File: config.mk
export PLATFORM = sky130hd
export DESIGN_NAME = vpm_mul_sequencer
export DESIGN_NICKNAME = d
export VERILOG_FILES = /design/src/rtl/vpm_pkg.sv /design/src/rtl/vpm_pp16x16.sv /design/src/rtl/vpm_mul_sequencer.sv
export SDC_FILE = /design/constraint.sdc
export NUM_CORES = 2
export LEC_CHECK = 0
export BUFFER_PORTS_ARGS = -buffer_cell sky130_fd_sc_hd__buf_4
export CORE_MARGIN = 10
export CORE_UTILIZATION = 45
export CTS_CLUSTER_SIZE = 24
export DETAILED_ROUTE_END_ITERATION = 7
export HOLD_SLACK_MARGIN = 0.1
export PLACE_DENSITY_LB_ADDON = 0.15
export SETUP_SLACK_MARGIN = 0.1
export SLEW_MARGIN = 5
export SYNTH_ARGS = -nofsm -noshare
export SYNTH_HDL_FRONTEND = slang
export SYNTH_SLANG_ARGS = --single-unit
File: constraint.sdc
create_clock -name clk -period 12 [get_ports clk]
set_input_delay 1.8 -clock clk [delete_from_list [all_inputs] [get_ports clk]]
set_output_delay 1.8 -clock clk [all_outputs]
set_load 0.03 [all_outputs]
File: src/rtl/vpm_pkg.sv
`default_nettype none
// ============================================================================
// Module      : vpm_pkg
// Description : Shared types and constants for the variable-precision
//               multiplier sequencer. It provides the precision codes, the
//               sequencer state enum, the operand, limb and result widths,
//               and helpers that turn a precision code into a limb count and
//               an operand mask.
// Revision    : 1.0 - initial release
// ============================================================================
package vpm_pkg;

    localparam int OP_W   = 64;
    localparam int LIMB_W = 16;
    localparam int RES_W  = 128;

    localparam logic [1:0] PREC_16 = 2'd0;
    localparam logic [1:0] PREC_32 = 2'd1;
    localparam logic [1:0] PREC_48 = 2'd2;
    localparam logic [1:0] PREC_64 = 2'd3;

    typedef enum logic [2:0] {
        IDLE = 3'd0,
        PREP = 3'd1,
        MUL  = 3'd2,
        FIX  = 3'd3,
        DONE = 3'd4
    } state_t;

    // Number of 16-bit limbs per operand for a precision code (1..4).
    function automatic logic [2:0] limbs(input logic [1:0] p);
        return {1'b0, p} + 3'd1;
    endfunction

    // Keeps the low 16*(p+1) bits of an operand.
    function automatic logic [OP_W-1:0] prec_mask(input logic [1:0] p);
        logic [OP_W-1:0] m;
        case (p)
            PREC_16: m = 64'h0000_0000_0000_FFFF;
            PREC_32: m = 64'h0000_0000_FFFF_FFFF;
            PREC_48: m = 64'h0000_FFFF_FFFF_FFFF;
            PREC_64: m = 64'hFFFF_FFFF_FFFF_FFFF;
            default: m = 64'hFFFF_FFFF_FFFF_FFFF;
        endcase
        return m;
    endfunction

endpackage
`default_nettype wire

File: src/rtl/vpm_pp16x16.sv
`default_nettype none
// ============================================================================
// Module      : vpm_pp16x16
// Description : Combinational 16x16 unsigned partial-product unit. It is the
//               single multiplier resource that the sequencer time-shares.
// Ports       : a, b  - 16-bit unsigned limbs
//               p     - 32-bit product a*b
// Revision    : 1.0 - initial release
// ============================================================================
module vpm_pp16x16 (
    input  logic [15:0] a,
    input  logic [15:0] b,
    output logic [31:0] p
);

    assign p = {16'h0000, a} * {16'h0000, b};

endmodule
`default_nettype wire

File: src/rtl/vpm_mul_sequencer.sv
`default_nettype none
// ============================================================================
// Module      : vpm_mul_sequencer
// Description : Multi-cycle variable-precision multiplier controller. It
//               latches two operands with a precision code and a signed flag,
//               reduces them to masked magnitudes, and accumulates N*N limb
//               partial products from one shared 16x16 unit. It then applies
//               the sign and presents a 128-bit product.
// Ports       : clk, rst_n           - clock, async active-low reset
//               in_valid/in_ready    - request handshake (ready only in IDLE)
//               prec, signed_op, a, b- request payload
//               out_valid/out_ready  - result handshake
//               result               - 128-bit product, stable while valid
//               busy                 - high while PREP, MUL or FIX
// Revision    : 1.0 - initial release
// ============================================================================
module vpm_mul_sequencer #(
    parameter int OP_W   = 64,
    parameter int LIMB_W = 16
) (
    input  logic              clk,
    input  logic              rst_n,
    input  logic              in_valid,
    output logic              in_ready,
    input  logic [1:0]        prec,
    input  logic              signed_op,
    input  logic [OP_W-1:0]   a,
    input  logic [OP_W-1:0]   b,
    output logic              out_valid,
    input  logic              out_ready,
    output logic [2*OP_W-1:0] result,
    output logic              busy
);

    import vpm_pkg::*;

    state_t               r_state;
    state_t               w_next;

    logic [OP_W-1:0]      r_mag_a;
    logic [OP_W-1:0]      r_mag_b;
    logic [1:0]           r_prec;
    logic                 r_signed;
    logic                 r_neg;
    logic [1:0]           r_i;
    logic [1:0]           r_j;
    logic [2*OP_W-1:0]    r_acc;
    logic [2*OP_W-1:0]    r_result;

    logic                 w_sign_a;
    logic                 w_sign_b;
    logic [OP_W-1:0]      w_negm_a;
    logic [OP_W-1:0]      w_negm_b;
    logic [LIMB_W-1:0]    w_limb_a;
    logic [LIMB_W-1:0]    w_limb_b;
    logic [2*LIMB_W-1:0]  w_pp;
    logic [2:0]           w_limb_sum;
    logic [6:0]           w_shamt;
    logic [2*OP_W-1:0]    w_pp_shifted;
    logic                 w_last_i;
    logic                 w_last_j;

    // Sign bit sits at 16*prec+15, which is exactly {prec, 4'hF}.
    assign w_sign_a = r_signed & r_mag_a[{r_prec, 4'hF}];
    assign w_sign_b = r_signed & r_mag_b[{r_prec, 4'hF}];

    // Negation stays inside the selected width; -2^(W-1) maps onto itself,
    // which is the correct unsigned magnitude 2^(W-1).
    assign w_negm_a = (~r_mag_a + 64'd1) & prec_mask(r_prec);
    assign w_negm_b = (~r_mag_b + 64'd1) & prec_mask(r_prec);

    assign w_limb_a = r_mag_a[{r_i, 4'h0} +: LIMB_W];
    assign w_limb_b = r_mag_b[{r_j, 4'h0} +: LIMB_W];

    vpm_pp16x16 u_pp (
        .a (w_limb_a),
        .b (w_limb_b),
        .p (w_pp)
    );

    assign w_limb_sum   = {1'b0, r_i} + {1'b0, r_j};
    assign w_shamt      = {w_limb_sum, 4'h0};
    assign w_pp_shifted = {{(2*OP_W-2*LIMB_W){1'b0}}, w_pp} << w_shamt;

    assign w_last_j = ({1'b0, r_j} == (limbs(r_prec) - 3'd1));
    assign w_last_i = ({1'b0, r_i} == (limbs(r_prec) - 3'd1));

    // ------------------------------------------------------------------------
    // State register
    // ------------------------------------------------------------------------
    always_ff @(posedge clk or negedge rst_n) begin
        if (!rst_n) begin
            r_state <= IDLE;
        end else begin
            r_state <= w_next;
        end
    end

    // ------------------------------------------------------------------------
    // Next state and handshake outputs, all decoded from registered state
    // ------------------------------------------------------------------------
    always_comb begin
        w_next    = r_state;
        in_ready  = 1'b0;
        out_valid = 1'b0;
        busy      = 1'b0;
        case (r_state)
            IDLE: begin
                in_ready = 1'b1;
                if (in_valid) begin
                    w_next = PREP;
                end
            end
            PREP: begin
                busy   = 1'b1;
                w_next = MUL;
            end
            MUL: begin
                busy = 1'b1;
                if (w_last_i && w_last_j) begin
                    w_next = FIX;
                end
            end
            FIX: begin
                busy   = 1'b1;
                w_next = DONE;
            end
            DONE: begin
                out_valid = 1'b1;
                if (out_ready) begin
                    w_next = IDLE;
                end
            end
            default: begin
                w_next = IDLE;
            end
        endcase
    end

    // ------------------------------------------------------------------------
    // Datapath
    // ------------------------------------------------------------------------
    always_ff @(posedge clk or negedge rst_n) begin
        if (!rst_n) begin
            r_mag_a  <= '0;
            r_mag_b  <= '0;
            r_prec   <= '0;
            r_signed <= 1'b0;
            r_neg    <= 1'b0;
            r_i      <= '0;
            r_j      <= '0;
            r_acc    <= '0;
            r_result <= '0;
        end else begin
            case (r_state)
                IDLE: begin
                    if (in_valid) begin
                        r_mag_a  <= a & prec_mask(prec);
                        r_mag_b  <= b & prec_mask(prec);
                        r_prec   <= prec;
                        r_signed <= signed_op;
                    end
                end
                PREP: begin
                    r_mag_a <= w_sign_a ? w_negm_a : r_mag_a;
                    r_mag_b <= w_sign_b ? w_negm_b : r_mag_b;
                    r_neg   <= w_sign_a ^ w_sign_b;
                    r_acc   <= '0;
                    r_i     <= '0;
                    r_j     <= '0;
                end
                MUL: begin
                    // Magnitude product is below 2^(2W), so no carry is lost.
                    r_acc <= r_acc + w_pp_shifted;
                    if (w_last_j) begin
                        r_j <= '0;
                        r_i <= w_last_i ? 2'd0 : r_i + 2'd1;
                    end else begin
                        r_j <= r_j + 2'd1;
                    end
                end
                FIX: begin
                    // Full-width negate gives correct sign extension, and a
                    // zero accumulator stays zero.
                    r_result <= r_neg ? (~r_acc + 128'd1) : r_acc;
                end
                default: begin
                end
            endcase
        end
    end

    assign result = r_result;

endmodule
`default_nettype wire

Word-level counts from Yosys, hierarchy flattened
Cells that the tools add are included.
Storage, ports and cells
  input port bits: 135
  output and inout bits: 131
  RAM bits: 0
  bits in read-only memories: 0
  memories: 0
  latch bits: 0
  register bits after elaboration: 395
  logic and storage cells: 92
Operators by class
  multipliers: 1
  bitwise operators: 10
  add/subtract/negate cells: 9
  shift-type cells: 3
  muxes and demuxes: 28
  eq/ne operators: 18
  $lt $le $gt $ge: 1
  div/mod/pow operators: 0
  reductions and logical operators: 12
Operators by type and width (count)
  64-bit case mux with 4 select lines: 2
  64-bit two-way mux: 6
  64-bit bitwise AND: 4
  128-bit case mux with 2 select lines: 1
  64-bit case mux with 2 select lines: 2
  128-bit by 1-bit adder with 128-bit output (second input constant): 1
  128-bit adder: 1
  64-bit by 1-bit adder with 64-bit output (second input constant): 2
  128-bit two-way mux: 1
  128-bit inverter: 1
  64-bit inverter: 2
  64-bit by 7-bit variable part select with 16-bit output: 2
  32-bit by 7-bit << shifter with 128-bit output: 1
  16-bit by 16-bit multiplier with 32-bit output: 1
  3-bit case mux with 5 select lines: 1
  2-bit inequality test (second input constant): 6
  3-bit two-way mux: 3
  3-bit AND reduction: 3
  2-bit equality test (second input constant): 4
  2-bit case mux with 2 select lines: 2
  6-bit by 7-bit less-than comparator with 1-bit output (second input constant): 1
  2-bit by 3-bit equality test with 1-bit output: 2
  3-bit by 2-bit equality test with 1-bit output (second input constant): 2
  2-bit two-way mux: 3
  17 further kinds: 28

Depth between registers and ports, before layout
  depth in word-level cells: 7
  mapped depth: 43
  depth with buffers taken out: 40

Hierarchy
A second synthesis with hierarchy kept.
Second synthesis, totals
  cell total of the unflattened synthesis: 4961
  area, all modules: 39654.3 sq um
Modules (own cells, without submodules)
  vpm_mul_sequencer: seq. area each 9884.5 sq um, times used 1, area an instance 31061.0 sq um, cells an instance 3964
  vpm_pp16x16: seq. area each 0.0 sq um, times used 1, area an instance 8593.2 sq um, cells an instance 997

Worst setup path after synthesis
No wires, ideal clock.
  kind: register -> register
  start: register r_i[1]
  end: register r_acc[78]
  setup time: 0.133 ns
  path buffers: 4
  period minus slack after synthesis: 10.334 ns
  data required time: 11.867 ns
  setup slack: 1.666 ns
  arrival time: 10.201 ns
  stages on the path, launching flop included: 43
  path through: dfrtp_1 clkbuf_1 clkbuf_1 mux4_2 clkbuf_1 nand2_1 fa_1 inv_1 fa_1 inv_1 fa_1 inv_1 fa_1 fa_1 inv_1 fa_1 inv_1 ha_1 [7 not listed] nor2_1 xor2_1 mux2_2 nor2_1 ha_1 clkbuf_1 a21o_1 a21o_1 a21oi_1 a211oi_1 nand2_1 o21ai_0 a21oi_1 o21ai_0 a21oi_1 o41ai_1 xnor2_1 o21ai_0
On the way
  longest elaborated chain between the ends: 5
  elaborated cells on any way between the ends: 6
  those cells by class: add/sub: 2; mul: 1; shift: 2; mux: 1
Ends and longest elaborated chain
  start, declared: RTL line vpm_mul_sequencer.sv:45  | logic [1:0] r_i;
  start signal, assigned: RTL line vpm_mul_sequencer.sv:177  | r_i <= w_last_i ? 2'd0 : r_i + 2'd1;
  64-bit by 7-bit variable part select with 16-bit output: RTL line vpm_mul_sequencer.sv:72  | assign w_limb_a = r_mag_a[{r_i, 4'h0} +: LIMB_W];
  16-bit by 16-bit multiplier with 32-bit output: RTL line vpm_pp16x16.sv:16  | assign p = {16'h0000, a} * {16'h0000, b};
  32-bit by 7-bit << shifter with 128-bit output (*): RTL line vpm_mul_sequencer.sv:83  | assign w_pp_shifted = {{(2*OP_W-2*LIMB_W){1'b0}}, w_pp} << w_shamt;
  128-bit adder (*): RTL line vpm_mul_sequencer.sv:174  | r_acc <= r_acc + w_pp_shifted;
  128-bit case mux with 2 select lines (*): RTL line vpm_mul_sequencer.sv:155  | case (r_state)
  end signal, assigned: RTL line vpm_mul_sequencer.sv:174
  end, declared: RTL line vpm_mul_sequencer.sv:47  | logic [2*OP_W-1:0] r_acc;
Mark *: on every way between the ends. The rest lies on a longest branch, timed or not.
A chain may end at the register's enable or synchronous reset.

Worst setup path in the final report
  start: register r_j[0]
  end: register r_acc[121]
On the way
  longest elaborated chain between the ends: 5
  elaborated cells on any way between the ends: 6
  those cells by class: add/sub: 2; mul: 1; shift: 2; mux: 1
Ends and longest elaborated chain
  start, declared: RTL line vpm_mul_sequencer.sv:46  | logic [1:0] r_j;
  start signal, assigned: RTL line vpm_mul_sequencer.sv:179  | r_j <= r_j + 2'd1;
  64-bit by 7-bit variable part select with 16-bit output: RTL line vpm_mul_sequencer.sv:73  | assign w_limb_b = r_mag_b[{r_j, 4'h0} +: LIMB_W];
  16-bit by 16-bit multiplier with 32-bit output: RTL line vpm_pp16x16.sv:16
  32-bit by 7-bit << shifter with 128-bit output (*): RTL line vpm_mul_sequencer.sv:83
  128-bit adder (*): RTL line vpm_mul_sequencer.sv:174
  128-bit case mux with 2 select lines (*): RTL line vpm_mul_sequencer.sv:155
Marks and branches as above.

==> impl_metrics.env <==
export IMPL_synth_top_cell_by_area="dfrtp_1"
export IMPL_netlist_area_um2=38600
export IMPL_synth_top_family_by_area="simple AND/OR/NAND/NOR gates"
export IMPL_synth_fa_ha_area_frac=0.178
export IMPL_tightest_slew_ns=1.13
export IMPL_nets=5502
export IMPL_routabilityCongestion=1.01
export IMPL_grt_max_degree=104
export IMPL_fin_tns_setup_ns=0
export IMPL_drt_iter0_drc=2937
export IMPL_clock_sinks=395
export IMPL_muxShareOfSynthArea=0.0234
export IMPL_cp_arrival_ns=11.93
export IMPL_dr_pass1_iters=8
export IMPL_cts_setup_buffers=0
export IMPL_antenna_found_initial=0
export IMPL_ys_flop_type="dfrtp_1"
export IMPL_fin_skew_ns=0.0287
export IMPL_clk_path_buf_depth=3
export IMPL_fin_crit_ns=11.42
export IMPL_maxSlewHeadroom=0.242
export IMPL_fin_crit_sh=0.952
export IMPL_hold_viol=0
export IMPL_num_rows=107
export IMPL_overflow=0
export IMPL_worst_path_most_repeated_cell="fa_1"
export IMPL_synth_compound_area_frac=0.208
export IMPL_critPathRequiredTime_ns=12.51
export IMPL_dp_cells=6027
export IMPL_instances_no_fill=6122
export IMPL_timing_critical_path_slowest_stage_cell="mux4_2"
export IMPL_place_ws_ns=0.0501
export IMPL_die_w_um=313
export IMPL_diodes=0
export IMPL_totalWireLength_mm=140
export IMPL_fp_coreArea_um2=85100
export IMPL_routedWlPerCell_um=22.9
export IMPL_postSynthAreaPerCell_um2=8.02
export IMPL_grt_pass1_wl_mm=216
export IMPL_synthArstFlopShare=1.00
export IMPL_setup_violations=0
export IMPL_area_growth_pct=12.5
export IMPL_antenna_left=0
export IMPL_cts_root_buf="clkbuf_16"
export IMPL_via_per_inst=5.94
export IMPL_synth_cells=4810
export IMPL_cts_buffers=51
export IMPL_synth_area_top_cells="dfrtp_1 26%, fa_1 10%, ha_1 7.6%"
export IMPL_path_class="register to register"
export IMPL_hold_class="register to register"
export IMPL_grt_use_total=0.277
export IMPL_worstPathMaxFanout=16
export IMPL_cp_start_kind="register"
export IMPL_seq_area_frac_synth=0.256
export IMPL_clk_pin_slew_worst_paths_ns=0.06
export IMPL_cp_end_kind="register"
export IMPL_grt_setup_unrepaired="true"
export IMPL_start_util=0.453
export IMPL_pin_count=266
export IMPL_drv_cap=0
export IMPL_timing_fmax_ghz=0.0875
export IMPL_drv_slew=0
export IMPL_portBuffers=265
export IMPL_drive_gt1_frac=0.104
export IMPL_layout_setup_ws_ns=0.575
export IMPL_drc_errors=0
export IMPL_yosysTopAreaCellShare=0.256
export IMPL_first_global_vias=35800
export IMPL_synth_seq_cells=395
export IMPL_hpwl_mm=110
export IMPL_cts_tree="built"
export IMPL_htree_levels=2
export IMPL_via_count=36400
export IMPL_synth_distinct_cells=81
export IMPL_synth_nets=5376
export IMPL_synth_edf_count=0
export IMPL_synth_xor_area_share=0.0645
export IMPL_die_y_um=313
export IMPL_clk_latency_ns=0.64
export IMPL_yosys_warnings=0
export IMPL_slowest_delay_ns=0.72
export IMPL_synthSimpleGateAreaFrac=0.214
export IMPL_status="completed"
export IMPL_die_area_um2=97800
-- layer usage --
layer,wire (um),share of wire,vias up,track usage
met2,65400,0.47,1326,0.459
met1,59900,0.43,17700,0.362
met4,6410,0.046,0,0.113
li1,-,-,17100,-
met5,0,0,-,0
met3,8330,0.059,293,0.0383
-- final cells by class --
type                       count  area, um2
fill                        8402      41700
multi-input combinational   3845      26600
sequential                   395       9900
timing repair buffer         327       2460
tap                         1144       1430
clock buffer                  71       1400
inverter                     316       1190
clock inverter                24        409
-- sequential cells by signal, indices dropped and copies added, names as in the netlist --
signal    cells
r_signed      1
r_mag_b      64
result      128
r_state       3
r_mag_a      64
r_prec        2
r_i           2
r_acc       128
r_j           2
r_neg         1
-- cell families after synthesis --
logic type | Yosys count
compound gates | 1333
xor+xnor | 284
fa+ha+maj | 431
buf+inv | 570
flops | 395
mux | 47
simple gates | 1750
-- final timing paths --
check	from	to	slack, ns	depth (start not counted)
min in group asynchronous	rst_n	result[57]	1.19	1
max reg2reg	r_j[0]	r_acc[121]	0.58	36
min reg2reg	result[53]	result[53]	0.47	2
max	r_j[0]	r_acc[121]	0.58	36
min	result[53]	result[53]	0.47	2
max in group asynchronous	rst_n	r_acc[116]	8.58	3
-- Yosys cell counts (97+ instances only) --
library cell  count
nor2_1          332
and2_1          138
fa_1            196
clkbuf_1        248
ha_1            235
nand2_1         697
inv_1           314
o21ai_0         550
xnor2_1          97
a21oi_1         314
dfrtp_1         395
nor3_1          162
xor2_1          187
a21o_1          105
-- critical path, delay by kind of cell (launching register included) --
| kind | cells | cell delay [ns] |
|---|---|---|
| simple gates | 4 | 0.73 |
| compound gates | 17 | 4.27 |
| buf+inv | 4 | 0.53 |
| fa+ha+maj | 8 | 3.98 |
| xor+xnor | 1 | 0.34 |
| mux | 2 | 0.83 |
| flops | 1 | 0.58 |
-- layout by cell type (no fill, tap or decap), drive strengths merged, types with 32 or more instances in the layout --
cell,synthesis,final
o21ai,560,560
a22oi,32,32
xnor2,97,97
ha,235,235
nor3,162,162
mux4,34,34
nand2,698,698
or3,52,52
o31ai,37,37
nand3,59,59
nand4,71,71
a21o,105,105
buf,6,327
inv,314,315
and2,138,138
a21oi,314,314
or4,32,32
a221o,38,38
nor4,60,60
fa,196,196
xor2,187,187
clkbuf,248,71
dfrtp,395,395
nor2b,35,35
nor2,333,333
-- repair_timing --
| item | CTS | global route |
|---|---|---|
| setup endpoints to repair | 2 | 30 |
| hold buffers | 0 | 0 |
| resized for setup | 1 | 14 |
-- metrics by stage --
step	instance area, um2	hold WS [ns]	util
floorplan	38600	0.477	-
global placement	41500	0.462	0.488
detailed placement	41500	0.471	0.488
CTS	43400	0.484	0.509
global route	43400	0.508	0.510
finish	43400	0.475	0.510
Power is left out: the tool's default activity adds up to more than one toggle a clock period on the data nets, which glitch-free logic cannot reach.
